$ cat src/rtl/board_status_display.sv
// Board status and seven-segment controller: heartbeat, run/lockup tracking
// and an N-digit display driver with status, hex, blinking hex and lamp-test modes.
module board_status_display #(
    parameter int NUM_DIGITS     = 4,
    parameter int HB_MSB         = 25,
    parameter int RUN_DELAY      = 16,
    parameter int BLINK_BIT      = 23,
    parameter int ACTIVE_LOW_SEG = 1
) (
    input  logic                    HCLK,
    input  logic                    HRESET,
    input  logic                    LOCKUP,
    input  logic                    clear_lockup,
    input  logic [1:0]              mode,
    input  logic [4*NUM_DIGITS-1:0] value,
    output logic [7*NUM_DIGITS-1:0] HEX,
    output logic                    running,
    output logic                    heartbeat,
    output logic                    lockup_sticky,
    output logic [7:0]              lockup_count
);

    localparam int DW = (RUN_DELAY > 1) ? $clog2(RUN_DELAY) : 1;
    localparam logic [HB_MSB:0] TICK_ONE = 1;
    localparam logic [7*NUM_DIGITS-1:0] HEX_BLANK = {(7*NUM_DIGITS){ACTIVE_LOW_SEG != 0}};

    localparam logic [6:0] GLYPH_O    = 7'b1011100;
    localparam logic [6:0] GLYPH_R    = 7'b1010000;
    localparam logic [6:0] GLYPH_L    = 7'b0111000;
    localparam logic [6:0] GLYPH_E    = 7'b1111001;
    localparam logic [6:0] GLYPH_DASH = 7'b1000000;

    typedef enum logic [1:0] {IDLE, RUN, LOCKED} state_t;

    state_t                  state;
    logic [DW-1:0]           delay_cnt;
    logic [HB_MSB:0]         tick;
    logic                    lockup_d;
    logic [7*NUM_DIGITS-1:0] lit;

    function automatic logic [6:0] hex_glyph(input logic [3:0] n);
        case (n)
            4'h0: hex_glyph = 7'h3F;
            4'h1: hex_glyph = 7'h06;
            4'h2: hex_glyph = 7'h5B;
            4'h3: hex_glyph = 7'h4F;
            4'h4: hex_glyph = 7'h66;
            4'h5: hex_glyph = 7'h6D;
            4'h6: hex_glyph = 7'h7D;
            4'h7: hex_glyph = 7'h07;
            4'h8: hex_glyph = 7'h7F;
            4'h9: hex_glyph = 7'h6F;
            4'hA: hex_glyph = 7'h77;
            4'hB: hex_glyph = 7'h7C;
            4'hC: hex_glyph = 7'h39;
            4'hD: hex_glyph = 7'h5E;
            4'hE: hex_glyph = 7'h79;
            default: hex_glyph = 7'h71;
        endcase
    endfunction

    always_ff @(posedge HCLK or posedge HRESET) begin
        if (HRESET) begin
            tick         <= '0;
            heartbeat    <= 1'b0;
            lockup_d     <= 1'b0;
            lockup_count <= '0;
        end else begin
            tick      <= tick + TICK_ONE;
            heartbeat <= tick[HB_MSB] & tick[HB_MSB-2];
            lockup_d  <= LOCKUP;
            if (LOCKUP && !lockup_d && lockup_count != 8'hFF)
                lockup_count <= lockup_count + 8'd1;
        end
    end

    // Status flags are updated alongside the state so they change on the same edge.
    always_ff @(posedge HCLK or posedge HRESET) begin
        if (HRESET) begin
            state         <= IDLE;
            delay_cnt     <= '0;
            running       <= 1'b0;
            lockup_sticky <= 1'b0;
        end else begin
            case (state)
                IDLE: begin
                    if (LOCKUP) begin
                        state         <= LOCKED;
                        running       <= 1'b1;
                        lockup_sticky <= 1'b1;
                    end else if (delay_cnt == DW'(RUN_DELAY - 1)) begin
                        state   <= RUN;
                        running <= 1'b1;
                    end else begin
                        delay_cnt <= delay_cnt + DW'(1);
                    end
                end
                RUN: begin
                    if (LOCKUP) begin
                        state         <= LOCKED;
                        lockup_sticky <= 1'b1;
                    end
                end
                LOCKED: begin
                    if (clear_lockup && !LOCKUP) begin
                        state         <= RUN;
                        lockup_sticky <= 1'b0;
                    end
                end
                default: begin
                    state         <= IDLE;
                    running       <= 1'b0;
                    lockup_sticky <= 1'b0;
                end
            endcase
        end
    end

    always_comb begin
        lit = '0;
        case (mode)
            2'd0: begin
                lit[6:0]   = heartbeat     ? GLYPH_O : 7'b0;
                lit[13:7]  = lockup_sticky ? GLYPH_E : GLYPH_DASH;
                lit[20:14] = running       ? GLYPH_R : 7'b0;
                lit[27:21] = lockup_sticky ? GLYPH_L : 7'b0;
            end
            2'd1, 2'd2: begin
                for (int i = 0; i < NUM_DIGITS; i++)
                    lit[7*i +: 7] = hex_glyph(value[4*i +: 4]);
                if (mode == 2'd2 && lockup_sticky && tick[BLINK_BIT])
                    lit = '0;
            end
            default: lit = '1;
        endcase
    end

    always_ff @(posedge HCLK or posedge HRESET) begin
        if (HRESET)
            HEX <= HEX_BLANK;
        else
            HEX <= (ACTIVE_LOW_SEG != 0) ? ~lit : lit;
    end

endmodule

$ cat config.mk
export PLATFORM = sky130hd
export DESIGN_NAME = board_status_display
export DESIGN_NICKNAME = d
export VERILOG_FILES = /design/src/rtl/board_status_display.sv
export SDC_FILE = /design/constraint.sdc
export NUM_CORES = 1
export LEC_CHECK = 0
export ABC_AREA = 1
export BUFFER_PORTS_ARGS = -buffer_cell sky130_fd_sc_hd__buf_2
export CAP_MARGIN = 15
export CORE_AREA = 5 5 88 90
export CTS_BUF_LIST = sky130_fd_sc_hd__clkbuf_4 sky130_fd_sc_hd__clkbuf_8
export DETAILED_ROUTE_END_ITERATION = 8
export DIE_AREA = 0 0 93 95
export GPL_TIMING_DRIVEN = 0
export PLACE_DENSITY = 0.86
export SYNTH_ARGS = -nofsm -noshare
export SYNTH_HDL_FRONTEND = slang
export SYNTH_SLANG_ARGS = --single-unit
$ cat constraint.sdc
create_clock -name HCLK -period 4.07 [get_ports HCLK]
set_input_delay 0.407 -clock HCLK [delete_from_list [all_inputs] [get_ports HCLK]]
set_output_delay 0.407 -clock HCLK [all_outputs]
set_load 0.01 [all_outputs]
==> impl_metrics.csv, run 1 <==
group,metric,value,unit
clock_network,clock_sinks,72,
placed_design,preCtsSetupSlack,2.262,ns
synth,synth_top_cell_by_area,"dfrtp_1",
worst_setup_path,worst-path-max-fanout,7,
synth,synth.avg_cell_area,7.927,sq um
global_routing,antenna_found_initial,0,
final_layout,drive_gt1_share,21.11,%
clock_network,post_cts_resized,0,
synth,synth_flop_cell,"dfrtp_1",
worst_setup_path,r2r-start,"state[0]",
route,wl,9.047,mm
timing,layout_min_cycle_time,1.607,ns
status,outcome,"finished, final reports clean",
clock_network,numCtsBuffers,9,
power,powerDensity,420.9,nW/um^2
power,peakVddDrop,182.7,uV
synth,synth_warnings,0,
clock_network,tritoncts,"built",
synth,synthTopCellsByArea,"dfrtp_1 (26%), dfstp_2 (17%), nand2_1 (13%)",
power,pwr-share-clk,30.4,%
synth,synthCells,539,
floorplanning,start_util,61.20,%
placed_design,io_buffers,56,
power,netSwitchingPower,653.0,uW
power,total_power,2053,uW
route,dr.pass1.iters,5,
synth,yosysMostFrequentCell,"nand2_1",
synth,ys_async_sr_fraction,100.0,%
synth,synth_edf_count,0,
route,vias,3711,
route,dr.first_iter.drc_count,142,
timing,tightest_slew,0.8434,ns
synth,synth_common_cells,"nand2_1 (147), inv_1 (69), nor2_1 (58)",
floorplanning,fp.coreArea,6982,sq um
timing,finalHoldViolCount,0,
global_routing,grt_pass1_vias,3551,
worst_setup_path,startpoint_type,"flop",
route,via_per_inst,5.355,
final_layout,nets,661,
global_routing,grt_usage,21.42,%
timing,fmax,622.1,MHz
worst_setup_path,crit_path_start,"state[0]",
timing,worst_clock_skew,0.01079,ns
synth,yosysUniqueCellTypes,29,
synth,ys_seq_area_share,42.99,%
timing,slew_viol_final,0,
floorplanning,dieArea,8835,sq um
synth,ys_seq_elements,72,
power,power_frac_comb,24.5,%
timing,slew_headroom,43.78,%
timing,fin_crit_sh,39.49,%
synth,synth_area,4273,sq um
worst_hold_path,hp-class,"in -> reg",
floorplanning,pin_count,61,
final_layout,antenna_cells,0,
worst_setup_path,r2r_cells,8,
timing,setup_viol,0,
timing,rsz0062_at_grt,"no",
flow_run,drv_cap,0,
worst_setup_path,r2r_slack,2.46,ns
floorplanning,die_width,93,um
power,sequentialPowerShare,45.1,%
worst_setup_path,endpoint_kind,"flop",
route,wl_per_cell,13.05,um
power,p_int,1400,uW
worst_setup_path,r2r_end,"delay_cnt[2]",
final_layout,final.fill_count,570,
global_routing,grt_pass1_wl,15.07,mm
synth,synth_top_area_share,25.77,%
final_layout,synthToLayoutAreaGrowth,14.17,%
power,switching_share,31.80,%
global_routing,grt_overflow,0,
clock_network,clkTransAtPathRegs,0.07,ns
placed_design,dp_hpwl,6.813,mm
clock_network,clockBufferDepth,2,
timing,layout_setup_ws,2.463,ns
floorplanning,rows,31,
clock_network,cts_hold_buffers,0,
floorplanning,die_h,95,um
timing,fin_tns_setup,0,ns
power,p_leak,0.002444,uW
final_layout,seq_area,1837,sq um
placed_design,place_congestion,0.9611,
global_routing,grt_max_degree,73,
route,drtAntennaViolNets,0,
worst_setup_path,crit_arrival,1.85,ns
worst_setup_path,cp_data_required_time,4.31,ns
clock_network,post_cts_buffers,0,
route,drc_errors,0,
clock_network,clockRootBuffer,"clkbuf_8",
synth,syn_nets,594,
worst_setup_path,worstSetupPathType,"reg -> reg",
clock_network,insertion_delay,0.35,ns
final_layout,multiInputGateArea,2113,sq um
worst_setup_path,critPathCapture,"delay_cnt[2]",
clock_network,htreeDepth,3,
[critical path: stages (launching register included)]
cell	delay [ns]
dfrtp_1	0.42
inv_1	0.12
ha_1	0.20
inv_1	0.07
nor2_1	0.14
nand2_1	0.20
inv_1	0.16
nand2_1	0.08
xnor2_1	0.12
[stage by stage]
| step | hold slack (ns) | area [sq um] | cells | util (%) |
|---|---|---|---|---|
| 6_report | 0.2108 | 4878 | 693 | 69.87 |
| 3_3_place_gp | 0.4784 | 4656 | 677 | 66.68 |
| 5_1_grt | 0.2131 | 4878 | 693 | 69.87 |
| 2_1_floorplan | 0.4384 | 4273 | 539 | - |
| 4_1_cts | 0.2038 | 4878 | 693 | 69.87 |
| 3_5_place_dp | 0.4802 | 4658 | 677 | 66.72 |
[power groups by stage]
stage | Combinational (uW) | Sequential, uW | Clock, uW
6_report | 503 | 926 | 624
5_1_grt | 562 | 940 | 664
4_1_cts | 506 | 925 | 632
3_5_place_dp | 504 | 934 | 0
3_3_place_gp | 478 | 929 | 0
2_1_floorplan | 307 | 958 | 0
[cells by family after synthesis]
family | count (synthesis) | share of synthesized area [%]
and+or+nand+nor | 277 | 27.29
buffers and inverters | 80 | 7.555
DFF | 72 | 42.99
AOI/OAI and AO/OA | 56 | 8.199
adders and majority gates | 33 | 9.663
xor gates and xnor gates | 21 | 4.305
[registers in the layout, indices dropped and copies added, names as in the netlist]
signal	cells
HEX	28
lockup_count	8
delay_cnt	4
running	1
lockup_d	1
tick	26
state	2
heartbeat	1
lockup_sticky	1
[layer usage]
metal / share of wire, % / routed length [um] / vias to the layer above / GRT usage, %
met2: 51 / 4599 / 125 / 39.05
met3: 5.1 / 460 / 24 / 4.303
met4: 3.0 / 268 / 0 / 11.36
met5: 0 / 0 / - / 0
met1: 41 / 3718 / 1720 / 23.43
li1: - / - / 1842 / -
[worst min path at each step]
| stage | from | to | slack [ns] | cells past startpoint |
|---|---|---|---|---|
| after floorplan | LOCKUP | lockup_d | 0.44 | 0 |
| after global placement | tick[25] | heartbeat | 0.48 | 2 |
| after detailed placement | tick[25] | heartbeat | 0.48 | 2 |
| after CTS | LOCKUP | lockup_d | 0.20 | 1 |
| after global routing | LOCKUP | lockup_d | 0.21 | 1 |
| final | LOCKUP | lockup_d | 0.21 | 1 |
[cell type report]
type,count,area share [%]
flip-flops and latches,72,37.65
multi-input cells,387,43.32
plain buffers,10,1.231
well taps,82,2.103
clock buffers,11,2.847
repair buffers,56,5.745
inverters,70,5.437
clock inverters,5,1.667
[cells in the final DEF, fill, tap and decap left out, drive strengths merged]
cell type,netlist,final
a21boi,1,1
a21oi,13,13
a22oi,1,1
a31oi,15,15
and2,1,1
buf,7,63
bufinv,0,2
clkbuf,3,14
clkinv,0,2
clkinvlp,0,1
dfrtp,44,44
dfstp,28,28
ha,33,33
inv,70,70
nand2,152,152
nand3,50,50
nand4,3,3
nor2,69,69
nor3,1,1
o211ai,13,13
o21ai,11,11
o22ai,2,2
or2,1,1
xnor2,7,7
xor2,14,14
(Power assumes the default switching activity.)
==> run 2: changes to the inputs <==
CORE_AREA = 5 5 91 93   (was 5 5 88 90)
DIE_AREA = 0 0 96 98   (was 0 0 93 95)
PLACE_DENSITY = 0.81   (was 0.86)
clock period = 1.5 ns   (was 4.07 ns; I/O delays follow)
==> impl_metrics.csv, run 2 (synthesis gave the netlist of run 1 again) <==
group,metric,value,unit
worst_hold_path,hold_start,"clear_lockup",
route,dr.first_iter.drc_count,149,
floorplanning,fp.coreArea,7447,sq um
floorplanning,die_width,96,um
final_layout,reg_top3,"HEX x28, tick x26, lockup_count x8",
clock_network,htreeDepth,3,
global_routing,antenna_found_initial,0,
worst_setup_path,r2r-start,"state[1]",
floorplanning,die_h,98,um
clock_network,clockRootBuffer,"clkbuf_8",
flow_run,drv_cap,0,
floorplanning,dieArea,9408,sq um
final_layout,antenna_cells,0,
clock_network,tritoncts,"built",
timing,tightest_slew,0.6691,ns
timing,fmax,689.2,MHz
placed_design,io_buffers,56,
timing,worst_clock_skew,0.008176,ns
final_layout,top_register,"HEX",
floorplanning,pin_count,61,
route,drc_errors,0,
final_layout,largest_reg_flops,28,
clock_network,clockBufferDepth,2,
power,p_leak,0.002489,uW
global_routing,grt_pass1_wl,15.65,mm
timing,hold_slack,0.1003,ns
worst_setup_path,worst-path-max-fanout,7,
worst_hold_path,hold_path_end,"lockup_sticky",
route,via_per_inst,5.108,
global_routing,grt_overflow,0,
timing,layout_min_cycle_time,1.451,ns
route,wl,9.048,mm
status,outcome,"finished, final reports clean",
global_routing,grt_usage,20.74,%
floorplanning,start_util,57.38,%
final_layout,synthToLayoutAreaGrowth,17.19,%
power,peakVddDrop,497.2,uV
timing,setup_viol,0,
timing,slew_headroom,55.30,%
clock_network,clkTransAtPathRegs,0.07,ns
clock_network,insertion_delay,0.35,ns
final_layout,final_cells,722,
global_routing,grt_pass1_vias,3590,
final_layout,nets,670,
timing,rsz0062_at_grt,"yes",
timing,slew_viol_final,0,
placed_design,dp_cells,698,
worst_setup_path,endpoint_kind,"flop",
route,drtAntennaViolNets,0,
worst_setup_path,cp_data_required_time,1.73,ns
worst_hold_path,hp-class,"in -> reg",
placed_design,dp_hpwl,6.916,mm
power,powerDensity,1124,nW/um^2
worst_setup_path,worstSetupPathType,"reg -> reg",
route,wl_per_cell,12.53,um
worst_hold_path,hold_path_depth,4,
clock_network,numCtsBuffers,9,
worst_setup_path,startpoint_type,"flop",
worst_setup_path,r2r_slack,0.05,ns
clock_network,clock_sinks,72,
floorplanning,rows,32,
worst_setup_path,crit_arrival,1.68,ns
placed_design,place_congestion,0.9949,
final_layout,final_common_cell,"nand2_1",
global_routing,grt_max_degree,42,
timing,fin_crit_sh,96.72,%
worst_setup_path,r2r_end,"delay_cnt[2]",
route,dr.pass1.iters,5,
worst_setup_path,r2r_cells,8,
route,vias,3688,
final_layout,final_cell_mix,"nand2_1 (146), inv_1 (67), buf_2 (61)",
timing,finalHoldViolCount,0,
final_layout,drive_gt1_share,22.74,%
## run 2: layer usage
layer / wire, um / track usage, % / vias up / share of wire, %
met1: 3787 / 25.80 / 1716 / 42
met2: 4579 / 34.63 / 99 / 51
li1: - / - / 1859 / -
met5: 0 / 0 / - / 0
met3: 530 / 4.931 / 14 / 5.9
met4: 150 / 7.549 / 0 / 1.7
## run 2: worst max-delay path: stages, from the launching register on
cell and delay, ns:
dfrtp_1 0.43, inv_1 0.10, ha_2 0.19, inv_1 0.06, nor2_2 0.13, nand2_2 0.14, inv_2 0.10, nand2_1 0.06
xnor2_1 0.12
## run 2: final cells by class
class	instances	area [sq um]
plain buffers	10	60.06
clock buffers	10	131.4
clock inverters	6	83.83
fillers	637	2440
inverters	70	266.5
multi-input cells	387	2136
flip-flops and latches	72	1837
well taps	102	127.6
repair buffers	65	365.4
## run 2: how the worst max path moves through the flow
stage                        start            to  cells past startpoint
after global routing      state[1]  delay_cnt[2]                      8
after detailed placement   mode[0]       HEX[21]                      6
after CTS                 state[0]  delay_cnt[2]                      8
final                     state[1]  delay_cnt[2]                      8
after floorplan           state[0]  delay_cnt[2]                      8
after global placement     mode[0]       HEX[19]                      6
## run 2: timing repair
action	CTS	global route
endpoints found under the setup margin	1	8
hold endpoints to repair	21	0
setup buffers	0	6
hold buffers	2	0
pin swaps	0	2
resized for setup	2	5
## run 2: through the flow
stage               util (%)  setup slack, ns  cell area, sq um   TNS, ns  power, uW
global placement       62.90         -0.05339              4684   -0.3863       3828
CTS                    66.40          0.02083              4945         0       5592
global route           67.24         -0.05093              5007  -0.05093       6002
floorplan                  -           0.1221              4277         0       3433
detailed placement     63.17         -0.07741              4705   -0.6868       3904
finish                 67.24          0.04914              5007         0       5629
## run 2: report_power, final
group	total, uW	internal [uW]	leakage, uW	switching, uW
clock network	1670	949	0.000113	721
registers	2490	2290	0.000871	195
logic	1470	603	0.00150	867
total	5630	3850	0.00249	1780
==> run 3: changes to the inputs <==
ABC_AREA = not set   (was 1)
CORE_AREA = 5 5 89 91   (was 5 5 91 93)
DIE_AREA = 0 0 94 96   (was 0 0 96 98)
PLACE_DENSITY = 0.8   (was 0.81)
==> impl_metrics.csv, run 3 <==
group,metric,value,unit
timing,fmax,637.2,MHz
synth,synth.avg_cell_area,10.95,sq um
synth,synth_common_cells,"dfrtp_1 (44), a21oi_1 (38), ha_1 (33)",
flow_run,drv_cap,0,
synth,ys_seq_area_share,46.06,%
final_layout,top_register,"HEX",
route,vias,2974,
floorplanning,die_h,96,um
synth,syn_nets,419,
route,wl,8.070,mm
worst_setup_path,r2r_cells,4,
floorplanning,pin_count,61,
power,p_leak,0.002338,uW
final_layout,nets,505,
global_routing,grt_usage,18.79,%
synth,synthCells,364,
final_layout,drive_gt1_share,39.12,%
global_routing,grt_overflow,0,
synth,synth_flop_cell,"dfrtp_1",
floorplanning,rows,31,
worst_setup_path,endpoint_kind,"flop",
clock_network,numCtsBuffers,9,
worst_setup_path,r2r_slack,-0.07,ns
worst_hold_path,hold_path_depth,3,
timing,setup_viol,6,
timing,tightest_slew,0.6969,ns
power,peakVddDrop,493.2,uV
final_layout,final_common_cell,"buf_2",
final_layout,stdcell_area,4848,sq um
synth,yosysUniqueCellTypes,44,
final_layout,antenna_cells,0,
timing,finalHoldViolCount,0,
power,switching_share,33.06,%
global_routing,grt_pass1_wl,13.45,mm
route,dr.first_iter.drc_count,130,
power,sequentialPowerShare,44.7,%
clock_network,tritoncts,"built",
placed_design,dp_hpwl,5.598,mm
final_layout,final.fill_count,527,
status,outcome,"complete, but fails checks",
status,violations,"setup timing",
synth,ys_seq_elements,72,
floorplanning,dieArea,9024,sq um
worst_setup_path,r2r-start,"lockup_count[0]",
floorplanning,die_width,94,um
floorplanning,start_util,56.49,%
clock_network,htreeDepth,3,
timing,rsz0062_at_grt,"yes",
synth,synth_top_cell_by_area,"dfrtp_1",
worst_setup_path,startpoint_type,"flop",
timing,worst_clock_skew,0.01073,ns
power,total_power,5744,uW
timing,layout_min_cycle_time,1.569,ns
final_layout,synthToLayoutAreaGrowth,21.59,%
power,p_int,3845,uW
power,powerDensity,1185,nW/um^2
worst_setup_path,crit_arrival,1.81,ns
worst_hold_path,hold_path_end,"HEX[16]",
final_layout,final_cell_mix,"buf_2 (61), dfrtp_1 (43), a21oi_1 (38)",
final_layout,largest_reg_flops,28,
worst_hold_path,hold_start,"value[10]",
global_routing,grt_max_degree,42,
floorplanning,fp.coreArea,7059,sq um
clock_network,clkTransAtPathRegs,0.08,ns
worst_setup_path,r2r_end,"lockup_count[1]",
synth,synth_top_area_share,27.61,%
route,via_per_inst,5.368,
timing,layout_setup_ws,-0.06925,ns
final_layout,reg_top3,"HEX x28, tick x26, lockup_count x8",
synth,synth_edf_count,0,
final_layout,final_cells,554,
worst_setup_path,worst-path-max-fanout,5,
worst_setup_path,worstSetupPathType,"reg -> reg",
synth,ys_async_sr_fraction,100.0,%
power,netSwitchingPower,1899,uW
route,drtAntennaViolNets,0,
route,drc_errors,0,
placed_design,place_congestion,0.9236,
clock_network,clock_sinks,72,
synth,synth_warnings,0,
clock_network,insertion_delay,0.35,ns
synth,synthTopCellsByArea,"dfrtp_1 (28%), dfstp_2 (18%), ha_1 (10%)",
placed_design,dp_cells,520,
timing,fin_crit_sh,104.6,%
synth,yosysMostFrequentCell,"dfrtp_1",
clock_network,clockRootBuffer,"clkbuf_8",
global_routing,antenna_found_initial,0,
worst_hold_path,hp-class,"in -> reg",
global_routing,grt_pass1_vias,2899,
placed_design,io_buffers,56,
worst_setup_path,cp_data_required_time,1.74,ns
timing,slew_viol_final,0,
route,wl_per_cell,14.57,um
placed_design,placed_area,4441,sq um
route,dr.pass1.iters,6,
power,power_frac_comb,32.0,%
clock_network,clockBufferDepth,2,
synth,synth_area,3988,sq um
power,pwr-share-clk,23.4,%
timing,slew_headroom,53.44,%
## run 3: critical path, cell delays in order (launching register included)
cell and delay [ns]:
dfrtp_1 0.42, ha_2 0.21, nand4_1 0.23, o21ai_4 0.28
mux2_4 0.32
## run 3: area by class of cell
type	count	area, sq um	share of cell area [%]
Sequential cell	72	1838	37.91
Clock buffer	9	123.9	2.555
Timing Repair Buffer	76	451.7	9.316
Clock inverter	7	48.80	1.006
Inverter	33	127.6	2.632
Buffer	11	50.05	1.032
Tap cell	99	123.9	2.555
Multi-Input combinational cell	247	2085	42.99
## run 3: cell families after synthesis
kind of cell | Yosys count | synth area share (%)
AND/OR/NAND/NOR | 88 | 12.90
flip-flops | 72 | 46.06
AO/OA/AOI/OAI | 68 | 10.98
multiplexers | 27 | 8.472
buffers and inverters | 45 | 4.424
XOR/XNOR | 31 | 6.809
adder cells (fa/ha/maj) | 33 | 10.35
## run 3: what timing repair did
item | CTS | global route
setup buffers | 7 | 10
setup endpoints to repair | 26 | 29
gates resized for setup | 13 | 14
pin swaps | 4 | 4
hold endpoints to repair | 28 | 0
hold buffers | 2 | 0
## run 3: power groups by stage
stage / Clock (uW) / Combinational [uW] / Sequential [uW]
2_1_floorplan: 0 / 947 / 2680
3_3_place_gp: 0 / 1430 / 2590
3_5_place_dp: 0 / 1500 / 2610
4_1_cts: 1380 / 1710 / 2550
5_1_grt: 1480 / 2010 / 2600
6_report: 1340 / 1840 / 2570
## run 3: worst max path at each step
stage,start,endpoint,depth (start not counted)
5_1_grt,lockup_count[0],lockup_count[1],4
4_1_cts,lockup_count[0],lockup_count[6],4
3_3_place_gp,mode[0],HEX[15],7
2_1_floorplan,state[1],state[0],6
3_5_place_dp,mode[0],HEX[15],7
6_report,lockup_count[0],lockup_count[1],4
## run 3: routing by layer
| layer | vias to the layer above | wire (um) | global-route usage [%] | share of wire, % |
|---|---|---|---|---|
| met5 | - | 0 | 0 | 0 |
| met4 | 0 | 158 | 7.942 | 2.0 |
| met3 | 14 | 288 | 3.284 | 3.6 |
| met2 | 65 | 4140 | 32.70 | 51 |
| met1 | 1453 | 3483 | 23.07 | 43 |
| li1 | 1442 | - | - | - |
## run 3: through the flow
| stage | util, % | hold WS [ns] | setup TNS, ns | worst slack [ns] |
|---|---|---|---|---|
| after floorplan | - | 0.1814 | -0.2136 | -0.1068 |
| after global placement | 62.62 | 0.3346 | -4.044 | -0.1920 |
| after detailed placement | 62.90 | 0.3011 | -5.418 | -0.2784 |
| after CTS | 66.94 | 0.1225 | -0.1077 | -0.05885 |
| after global routing | 68.68 | 0.1561 | -0.8090 | -0.1380 |
| final | 68.68 | 0.1386 | -0.2584 | -0.06925 |
